[src/rtl/is_ctrl_pkg.sv]
// Shared types, widths and opcode constants for the issue-stage controller.
// Provides the FSM state encoding and opcode classification helpers.
package is_ctrl_pkg;

    localparam int REG_DAT_W = 32;
    localparam int INS_DAT_W = 32;

    localparam logic [6:0] OPC_LUI    = 7'b0110111;
    localparam logic [6:0] OPC_AUIPC  = 7'b0010111;
    localparam logic [6:0] OPC_JAL    = 7'b1101111;
    localparam logic [6:0] OPC_JALR   = 7'b1100111;
    localparam logic [6:0] OPC_BRANCH = 7'b1100011;
    localparam logic [6:0] OPC_LOAD   = 7'b0000011;
    localparam logic [6:0] OPC_STORE  = 7'b0100011;
    localparam logic [6:0] OPC_OPIMM  = 7'b0010011;
    localparam logic [6:0] OPC_OP     = 7'b0110011;

    typedef enum logic [1:0] {
        S_RUN   = 2'd0,
        S_STALL = 2'd1,
        S_FLUSH = 2'd2
    } state_e;

    function automatic logic is_legal(input logic [6:0] op);
        case (op)
            OPC_LUI, OPC_AUIPC, OPC_JAL, OPC_JALR, OPC_BRANCH,
            OPC_LOAD, OPC_STORE, OPC_OPIMM, OPC_OP: return 1'b1;
            default: return 1'b0;
        endcase
    endfunction

    function automatic logic is_mem(input logic [6:0] op);
        return (op == OPC_LOAD) || (op == OPC_STORE);
    endfunction

endpackage

[src/rtl/is_fifo.sv]
// DEPTH x W circular buffer holding fetched {pc, ins} pairs.
// Ports: push_i/din_i write, pop_i read, clr_i empties; count_o, full_o, head_o.
module is_fifo #(
    parameter int DEPTH = 4,
    parameter int W     = 64
) (
    input  logic                       clk,
    input  logic                       rst,
    input  logic                       push_i,
    input  logic                       pop_i,
    input  logic                       clr_i,
    input  logic [W-1:0]               din_i,
    output logic [$clog2(DEPTH):0]     count_o,
    output logic                       full_o,
    output logic [W-1:0]               head_o
);

    localparam int AW = $clog2(DEPTH);
    localparam int CW = AW + 1;

    logic [W-1:0]  mem_q [DEPTH];
    logic [AW-1:0] wr_q, wr_d;
    logic [AW-1:0] rd_q, rd_d;
    logic [CW-1:0] cnt_q, cnt_d;

    always_comb begin
        wr_d  = wr_q;
        rd_d  = rd_q;
        cnt_d = cnt_q;
        if (clr_i) begin
            wr_d  = '0;
            rd_d  = '0;
            cnt_d = '0;
        end else begin
            if (push_i) wr_d = wr_q + AW'(1);
            if (pop_i)  rd_d = rd_q + AW'(1);
            unique case ({push_i, pop_i})
                2'b10:   cnt_d = cnt_q + CW'(1);
                2'b01:   cnt_d = cnt_q - CW'(1);
                default: cnt_d = cnt_q;
            endcase
        end
    end

    always_ff @(posedge clk or negedge rst) begin
        if (!rst) begin
            wr_q  <= '0;
            rd_q  <= '0;
            cnt_q <= '0;
        end else begin
            wr_q  <= wr_d;
            rd_q  <= rd_d;
            cnt_q <= cnt_d;
        end
    end

    // Storage needs no reset; count gates every read of it.
    always_ff @(posedge clk) begin
        if (push_i && !clr_i) mem_q[wr_q] <= din_i;
    end

    assign count_o = cnt_q;
    assign full_o  = (cnt_q == CW'(DEPTH));
    assign head_o  = mem_q[rd_q];

endmodule

[src/rtl/is_ctrl.sv]
// Issue-stage controller: buffers fetched ops, issues one per cycle with
// in-order ROB tags, drops illegal opcodes and recovers from mispredict flush.
module is_ctrl
    import is_ctrl_pkg::*;
#(
    parameter int DEPTH     = 4,
    parameter int TAG_W     = 4,
    parameter int FLUSH_CYC = 2
) (
    input  logic                 clk,
    input  logic                 rst,
    input  logic                 en,
    input  logic                 iIF_En,
    input  logic [REG_DAT_W-1:0] iIF_Pc,
    input  logic [INS_DAT_W-1:0] iIF_Ins,
    output logic                 oIF_Full,
    input  logic                 iROB_Full,
    input  logic                 iRS_Full,
    input  logic                 iLSB_Full,
    input  logic                 iROB_Clear,
    output logic                 oIS_En,
    output logic [REG_DAT_W-1:0] oIS_Pc,
    output logic [INS_DAT_W-1:0] oIS_Ins,
    output logic                 oIS_Mem,
    output logic [TAG_W-1:0]     oIS_Tag,
    output logic                 oIS_Drop
);

    localparam int CW = $clog2(DEPTH) + 1;
    localparam int FW = (FLUSH_CYC > 1) ? $clog2(FLUSH_CYC) : 1;

    state_e         state_q, state_d;
    logic [FW-1:0]  fcnt_q, fcnt_d;
    logic [TAG_W-1:0] tag_q, tag_d;

    logic                 en_q, en_d;
    logic                 drop_q, drop_d;
    logic                 mem_q, mem_d;
    logic [REG_DAT_W-1:0] pc_q, pc_d;
    logic [INS_DAT_W-1:0] ins_q, ins_d;
    logic [TAG_W-1:0]     otag_q, otag_d;

    logic [CW-1:0] cnt;
    logic          ff_full;
    logic [REG_DAT_W+INS_DAT_W-1:0] head;

    logic clr, go, legal, mem, room;
    logic issue, drop, push, pop;

    // Clear outranks everything; the head is never considered in FLUSH.
    assign clr      = en && iROB_Clear;
    assign oIF_Full = ff_full || (state_q == S_FLUSH);
    assign go       = en && (cnt != '0) && (state_q != S_FLUSH) && !clr;
    assign legal    = is_legal(head[6:0]);
    assign mem      = is_mem(head[6:0]);
    assign room     = !iROB_Full && (mem ? !iLSB_Full : !iRS_Full);
    assign issue    = go && legal && room;
    assign drop     = go && !legal;
    assign push     = en && iIF_En && !oIF_Full && !clr;
    assign pop      = issue || drop;

    is_fifo #(
        .DEPTH (DEPTH),
        .W     (REG_DAT_W + INS_DAT_W)
    ) u_fifo (
        .clk     (clk),
        .rst     (rst),
        .push_i  (push),
        .pop_i   (pop),
        .clr_i   (clr),
        .din_i   ({iIF_Pc, iIF_Ins}),
        .count_o (cnt),
        .full_o  (ff_full),
        .head_o  (head)
    );

    always_comb begin
        state_d = state_q;
        fcnt_d  = fcnt_q;
        if (clr) begin
            state_d = S_FLUSH;
            fcnt_d  = FW'(FLUSH_CYC - 1);
        end else if (en) begin
            unique case (state_q)
                S_RUN: begin
                    if (go && legal && !room) state_d = S_STALL;
                end
                S_STALL: begin
                    if (issue) state_d = S_RUN;
                end
                S_FLUSH: begin
                    if (fcnt_q == '0) state_d = S_RUN;
                    else fcnt_d = fcnt_q - FW'(1);
                end
                default: state_d = S_RUN;
            endcase
        end
    end

    always_comb begin
        tag_d  = tag_q;
        en_d   = issue;
        drop_d = drop;
        mem_d  = mem_q;
        pc_d   = pc_q;
        ins_d  = ins_q;
        otag_d = otag_q;
        if (clr) begin
            tag_d = '0;
        end else if (issue) begin
            tag_d  = tag_q + TAG_W'(1);
            mem_d  = mem;
            pc_d   = head[REG_DAT_W+INS_DAT_W-1:INS_DAT_W];
            ins_d  = head[INS_DAT_W-1:0];
            otag_d = tag_q;
        end
    end

    always_ff @(posedge clk or negedge rst) begin
        if (!rst) begin
            state_q <= S_RUN;
            fcnt_q  <= '0;
            tag_q   <= '0;
            en_q    <= 1'b0;
            drop_q  <= 1'b0;
            mem_q   <= 1'b0;
            pc_q    <= '0;
            ins_q   <= '0;
            otag_q  <= '0;
        end else begin
            state_q <= state_d;
            fcnt_q  <= fcnt_d;
            tag_q   <= tag_d;
            en_q    <= en_d;
            drop_q  <= drop_d;
            mem_q   <= mem_d;
            pc_q    <= pc_d;
            ins_q   <= ins_d;
            otag_q  <= otag_d;
        end
    end

    assign oIS_En   = en_q;
    assign oIS_Drop = drop_q;
    assign oIS_Mem  = mem_q;
    assign oIS_Pc   = pc_q;
    assign oIS_Ins  = ins_q;
    assign oIS_Tag  = otag_q;

endmodule

[config.mk]
export PLATFORM = sky130hd
export DESIGN_NAME = is_ctrl
export DESIGN_NICKNAME = d
export VERILOG_FILES = /design/src/rtl/is_ctrl_pkg.sv /design/src/rtl/is_fifo.sv /design/src/rtl/is_ctrl.sv
export SDC_FILE = /design/constraint.sdc
export NUM_CORES = 1
export LEC_CHECK = 0
export ABC_CLOCK_PERIOD_IN_PS = 7900
export CAP_MARGIN = 10
export CORE_MARGIN = 3
export CORE_UTILIZATION = 60
export CTS_CLUSTER_DIAMETER = 50
export DETAILED_ROUTE_END_ITERATION = 6
export GPL_TIMING_DRIVEN = 1
export PLACE_DENSITY = 0.8
export SLEW_MARGIN = 10
export SYNTH_ARGS = -nofsm -noshare
export SYNTH_HDL_FRONTEND = slang
export SYNTH_HIERARCHICAL = 1
export SYNTH_SLANG_ARGS = --single-unit
[constraint.sdc]
create_clock -name clk -period 7.9 [get_ports clk]
set_clock_uncertainty 0.1 [all_clocks]
set_input_delay 1.185 -clock clk [delete_from_list [all_inputs] [get_ports clk]]
set_output_delay 1.185 -clock clk [all_outputs]
set_load 0.02 [all_outputs]
**After elaboration in Yosys (flattened, before gate mapping)**

Memories as Yosys holds them, arrays and structs flattened.
Cells that the tools add are included.
W data, S select, Z words.

- Register bits after elaboration: 85
- Bits in latches: 0
- Logic and storage cells: 95
- RAM bits: 256
- Memories: 1
- Bits in read-only memories: 0

- Reductions and logical operators: 35
- Equality and inequality tests: 18
- Muxes and demuxes: 22
- Add/sub/neg operators: 6
- Shift operators: 0
- $lt $le $gt $ge: 0
- Div/mod/pow operators: 0
- Bitwise operators: 1
- $mul: 0

Memories:

| name | depth | bits a word | rd ports | clocked after Yosys merged registers in | write ports | RTL line | RTL |
|---|---|---|---|---|---|---|---|
| u_fifo.mem_q | 4 | 64 | 1 | 0 | 1 | is_fifo.sv:21 | `logic [W-1:0] mem_q [DEPTH];` |

Operators with widths:

| operator | number |
|---|---|
| $eq A7 B6 Y1 const B | 3 |
| $eq A7 B7 Y1 const B | 3 |
| $mux W2 | 9 |
| $eq A7 B5 Y1 const B | 2 |
| $logic_and A1 B1 Y1 | 13 |
| $reduce_bool A2 Y1 | 5 |
| $ne A3 B2 Y1 const B | 3 |
| $reduce_or A9 Y1 | 1 |
| $mux W1 | 8 |
| $mux W4 | 2 |
| $eq A7 B2 Y1 const B | 1 |
| $logic_not A1 Y1 | 7 |
| $pmux W2 S3 | 1 |
| $pmux W3 S2 | 1 |
| $reduce_bool A3 Y1 | 2 |
| $add A2 B1 Y2 const B | 2 |
| $add A4 B1 Y4 const B | 1 |
| $eq A2 B1 Y1 const B | 2 |
| $eq A2 B2 Y1 const B | 2 |
| $reduce_and A2 Y1 | 2 |
| $reduce_and A4 Y1 | 1 |
| $add A3 B1 Y3 const B | 1 |
| $eq A3 B3 Y1 const B | 1 |
| $logic_or A1 B1 Y1 | 3 |
| 6 further kinds | 6 |

**Longest topological paths before layout**

An unclocked memory read counts as a cell.

- Depth in word-level cells: 11
- Gate-level depth with buffers: 12

**Modules after synthesis**

Netlist, hierarchy kept.

By module, submodules not included:

| module | sequential area each (µm²) | area an instance (µm²) | instances | cells each |
|---|---|---|---|---|
| is_fifo | 7862.5 | 9664.3 | 1 | 376 |
| is_ctrl | 1951.9 | 3103.0 | 1 | 202 |

**Least setup slack after synthesis**

OpenSTA, ideal clock, no wires.

- Path kind: input to register
- Start point: in iROB_Clear
- End point: mem u_fifo.mem_q[0][0], enable pin
- Setup time: 429 ps
- Arrival: 3387 ps
- Slack: 3984 ps
- Stages on the path: 5
- Cell sequence: nand2b_1 -> nor3_1 -> buf_2 -> nor2b_1 -> and2_1

- Longest elaborated chain between the ends: 6

RTL lines:

| element | RTL line | RTL |
|---|---|---|
| start, declared | is_ctrl.sv:20 | `input logic iROB_Clear,` |
| $logic_and A1 B1 Y1 | is_ctrl.sv:51 | `assign clr = en && iROB_Clear;` |
| $logic_not A1 Y1 | is_ctrl.sv:59 | `assign push = en && iIF_En && !oIF_Full && !clr;` |
| $logic_and A1 B1 Y1 | is_ctrl.sv:59 |  |
| net push | is_ctrl.sv:48 | `logic issue, drop, push, pop;` |
| $logic_and A1 B1 Y1 | is_fifo.sv:59 | `if (push_i && !clr_i) mem_q[wr_q] <= din_i;` |
| $mux W1 | is_fifo.sv:59 |  |
| $mux W1 (implied by the code) | is_fifo.sv:59 |  |
| end, declared | is_fifo.sv:21 |  |

The timed path passes the listed nets, and every way through them passes these cells.

**Worst setup path in the final report**

- Start point: reg u_fifo.rd_q[0]
- End point: reg otag_q[0], in the netlist oIS_Tag[0]

- Longest elaborated chain between the ends: 7
- Elaborated cells on any way between the ends: 18
- Classes of those cells: eq/ne (9); mux (2); reduce/logical (6); memory (1)

RTL lines:

| element | RTL line | RTL |
|---|---|---|
| start, declared | is_fifo.sv:23 | `logic [AW-1:0] rd_q, rd_d;` |
| start signal, assigned | is_fifo.sv:52 | `rd_q <= rd_d;` |
| $mem_v2 Z4 W64 * | -- |  |
| net head[2] | is_ctrl.sv:45 | `logic [REG_DAT_W+INS_DAT_W-1:0] head;` |
| $eq A7 B2 Y1 (tied with other cells) | is_ctrl_pkg.sv:25, is_ctrl_pkg.sv:33 |  |
| $reduce_or A9 Y1 or $logic_or A1 B1 Y1 (tied branches) | is_ctrl_pkg.sv:25, is_ctrl_pkg.sv:33 |  |
| $mux W1 (on tied branches) | is_ctrl_pkg.sv:25, is_ctrl.sv:56 |  |
| $logic_and A1 B1 Y1 (on tied branches) | is_ctrl.sv:57, is_ctrl.sv:56 |  |
| $logic_and A1 B1 Y1 * | is_ctrl.sv:57 | `assign issue = go && legal && room;` |
| $reduce_and A2 Y1 (no line) * | -- |  |
| end signal, assigned | is_ctrl.sv:139 | `otag_q <= otag_d;` |
| end, declared | is_ctrl.sv:41 | `logic [TAG_W-1:0] otag_q, otag_d;` |

The timed path passes the listed nets; every way through them passes the cells marked *.
A chain may end at the register's enable or synchronous reset.

==> impl_metrics.json <==
{
  "finish.net_count": 817,
  "fmax_ghz": 0.2233,
  "wl_per_cell_um": 22.82,
  "timing.hold.worst_endpoint": "oIS_Ins[0]$_DFFE_PN0P_",
  "drc_errors": 0,
  "post_cts_resize_count": 0,
  "drive_above_1_share": 0.2588,
  "synthDistinctLibCells": 36,
  "cellLeakagePower_nw": 5.534,
  "reg2reg_to": "oIS_Tag[0]$_DFFE_PN0P_",
  "start_util": 0.6210,
  "power.density_cell_area_nw_per_um2": 262.0,
  "synth_warnings": 6,
  "finalSetupViolations": 0,
  "crit_required_ns": 8.17,
  "num_rows": 52,
  "finalHoldWorstSlack_ns": 0.3747,
  "cp_max_fo": 39,
  "die-height_um": 151.9,
  "hold_depth": 1,
  "drv_slew": 0,
  "timing.reg2reg.setup_slack_ns": 3.42,
  "detailedRoute.firstIterationViolations": 320,
  "max-vdd-ir-drop_mv": 0.1969,
  "cap_viol_max_count": 0,
  "setup.worst_path.end_class": "flip-flop",
  "synthMostInstantiatedCell": "sky130_fd_sc_hd__edfxtp_1",
  "clock_power_share": 0.390,
  "power_switching_w": 0.0008857,
  "hpwl_um": 13560,
  "tritoncts": "yes",
  "synth_area_um2": 12770,
  "synthTopCellsByArea": "sky130_fd_sc_hd__edfxtp_1 60%, sky130_fd_sc_hd__dfrtp_1 17%, sky130_fd_sc_hd__mux4_2 11%",
  "track_usage": 0.2100,
  "dr_pass1_iterations": 4,
  "clockBufferDepth": 3,
  "final_hold_viol_count": 0,
  "floorplan.core_area_um2": 20560,
  "cts_htree_levels": 2,
  "startpoint_type": "flip-flop",
  "r2r_start": "u_fifo/rd_q[0]$_DFFE_PN0P_",
  "combinationalPowerShare": 0.103,
  "clock_tree.root_cell": "sky130_fd_sc_hd__clkbuf_16",
  "cp_data_arrival_time_ns": 4.75,
  "critPathKind": "reg2reg",
  "reg2regPathDepth": 7,
  "drtAntennaViolNets": 0,
  "finish.utilization": 0.7551,
  "clk_pin_slew_worst_paths_ns": 0.06,
  "grt_max_degree": 66,
  "p_int_w": 0.003181,
  "netlist_instances": 578,
  "cts-buffers-inserted": 35,
  "worst_pin_slew_ns": 1.059,
  "via_count": 5957,
  "finalCritPeriodShare": 0.5668,
  "post_place_cells": 972,
  "clock_insertion_delay_worst_skew_ns": 0.50,
  "via_count_of_the_first_global_routing_pass": 6697,
  "net_switching_fraction_of_the_power": 0.2178,
  "layoutNonFillerInstCount": 1037,
  "gr-total-overflow": 0,
  "wire_length_of_the_first_global_routing_pass_um": 38130,
  "postRouteWirelength_um": 23660,
  "hold_path.startpoint": "oIS_Ins[0]$_DFFE_PN0P_",
  "io_pins": 144,
  "status": "finished, final reports clean",
  "final_period_minus_worst_setup_slack_ns": 4.478,
  "max_slew_margin": 0.2942,
  "number_of_synthesized_flops_with_an_enable_pin": 256,
  "postSynth.asyncResetShare": 0.2493,
  "die_area_um2": 23060,
  "postCtsSetupBuffers": 0,
  "ys_ff_latch": 341,
  "cts_hold_repair.buffers": 0,
  "synth_area_leader_cell": "sky130_fd_sc_hd__edfxtp_1",
  "yosysSeqAreaShare": 0.7687,
  "numClockSinks": 341,
  "tns_ns": 0,
  "initial_antenna_violation_count": 1,
  "area_growth_pct": 21.59,
  "yosys_most_used_dff": "sky130_fd_sc_hd__edfxtp_1",
  "port-buffer-count": 143,
  "die_w_um": 151.9,
  "viasPerCell": 5.744,
  "place_congestion": 0.7657,
  "net_count_of_the_mapped_netlist": 656,
  "power.share.sequential": 0.507,
  "synth_top_area_frac": 0.6021,
  "grt_setup_unrepaired": "no",
  "min-delay-path-class": "reg2reg",
  "post_synth.cell_area_avg_um2": 22.09,
  "synth_common_cells": "256 x sky130_fd_sc_hd__edfxtp_1, 85 x sky130_fd_sc_hd__dfrtp_1, 64 x sky130_fd_sc_hd__mux4_2"
}
## cell type report
class / count / area (µm²)
Sequential cell: 341 / 9822
Fill cell: 1159 / 5036
Multi-Input combinational cell: 206 / 2740
Timing Repair Buffer: 147 / 1459
Clock buffer: 47 / 983.4
Tap cell: 270 / 337.8
Clock inverter: 16 / 146.4
Inverter: 8 / 30.03
Antenna cell: 2 / 5.005
## per-stage QoR
step	total power [W]	setup slack (ns)	cell area, µm²
after floorplan	0.002362	3.984	12770
after global placement	0.002507	3.409	14390
after detailed placement	0.002524	3.359	14390
after CTS	0.004116	3.350	15520
after global routing	0.004220	3.187	15520
final	0.004067	3.422	15520
## registers in the layout, indices dropped and copies added, names as in the netlist
register and cells:
u_fifo/mem_q 256, oIS_Pc 32, oIS_Mem 1, oIS_En 1, oIS_Ins 32, u_fifo/wr_q 2
state_q 2, tag_q 4, u_fifo/rd_q 2, fcnt_q 1, u_fifo/count_o 3, oIS_Drop 1
oIS_Tag 4
## metal layers
metal / global-route usage / wire [µm] / vias up
met4: 0.05351 / 369 / 2
li1: - / - / 2641
met1: 0.2781 / 9407 / 3122
met3: 0.04039 / 1128 / 36
met2: 0.3662 / 12740 / 156
met5: 0 / 13 / -
## critical path: stages (launching register included)
cell and delay [ns]:
sky130_fd_sc_hd__dfrtp_4 0.94, sky130_fd_sc_hd__mux4_2 0.65, sky130_fd_sc_hd__or4_4 0.53, sky130_fd_sc_hd__o21a_1 0.19, sky130_fd_sc_hd__a211o_4 0.36, sky130_fd_sc_hd__nor2_8 0.52
sky130_fd_sc_hd__buf_4 0.59, sky130_fd_sc_hd__mux2_2 0.41
## placed cells by master (no fill, tap or decap), types with 3 or more instances in the layout
master,synthesis,routed
sky130_fd_sc_hd__clkbuf_16,0,37
sky130_fd_sc_hd__xnor2_1,3,3
sky130_fd_sc_hd__dfrtp_1,85,83
sky130_fd_sc_hd__edfxtp_1,256,256
sky130_fd_sc_hd__and2_4,0,4
sky130_fd_sc_hd__nor3_1,3,3
sky130_fd_sc_hd__nand2_1,11,11
sky130_fd_sc_hd__clkinv_2,0,7
sky130_fd_sc_hd__mux2i_1,5,5
sky130_fd_sc_hd__o21ai_0,3,3
sky130_fd_sc_hd__ha_1,5,5
sky130_fd_sc_hd__nor2_1,8,8
sky130_fd_sc_hd__buf_4,2,5
sky130_fd_sc_hd__clkdlybuf4s50_1,0,142
sky130_fd_sc_hd__mux2_2,62,62
sky130_fd_sc_hd__mux4_2,64,64
sky130_fd_sc_hd__inv_1,8,8
sky130_fd_sc_hd__or2_2,3,3
sky130_fd_sc_hd__nor3b_1,3,3
sky130_fd_sc_hd__clkbuf_1,2,8
sky130_fd_sc_hd__nor2b_1,4,4
sky130_fd_sc_hd__mux2_1,5,5
sky130_fd_sc_hd__a21oi_1,4,4
sky130_fd_sc_hd__clkinvlp_4,0,4
## how the worst max path moves through the flow
stage | slack (ns) | endpoint | from | depth (start not counted)
after floorplan | 3.98 | u_fifo/mem_q[0][0]$_DFFE_PP_ | iROB_Clear | 5
after global placement | 3.41 | oIS_Tag[3]$_DFFE_PN0P_ | u_fifo/rd_q[0]$_DFFE_PN0P_ | 7
after detailed placement | 3.36 | oIS_Ins[31]$_DFFE_PN0P_ | u_fifo/rd_q[0]$_DFFE_PN0P_ | 7
after CTS | 3.35 | oIS_Ins[31]$_DFFE_PN0P_ | u_fifo/rd_q[0]$_DFFE_PN0P_ | 7
after global routing | 3.19 | oIS_Tag[0]$_DFFE_PN0P_ | u_fifo/rd_q[0]$_DFFE_PN0P_ | 7
final | 3.42 | oIS_Tag[0]$_DFFE_PN0P_ | u_fifo/rd_q[0]$_DFFE_PN0P_ | 7
## power groups by stage
stage	Clock, W	Sequential [W]	Combinational [W]
finish	0.00159	0.00206	0.000420
detailed placement	0	0.00210	0.000423
floorplan	0	0.00208	0.000279
global route	0.00170	0.00207	0.000449
CTS	0.00162	0.00206	0.000427
global placement	0	0.00210	0.000410
## kinds of logic (layout without fill, tap and decap cells)
| family | Yosys count | after routing | synth area share |
|---|---|---|---|
| DFF | 341 | 341 | 0.7687 |
| muxes | 136 | 136 | 0.1759 |
| and+or+nand+nor | 47 | 47 | 0.02146 |
| buffers and inverters | 31 | 218 | 0.01744 |
| AOI/OAI and AO/OA | 12 | 12 | 0.006566 |
| adders and majority gates | 6 | 6 | 0.006468 |
| xor gates and xnor gates | 5 | 5 | 0.003431 |
| other | 0 | 2 | 0 |
No activity file was read; power rests on OpenSTA's default activity.
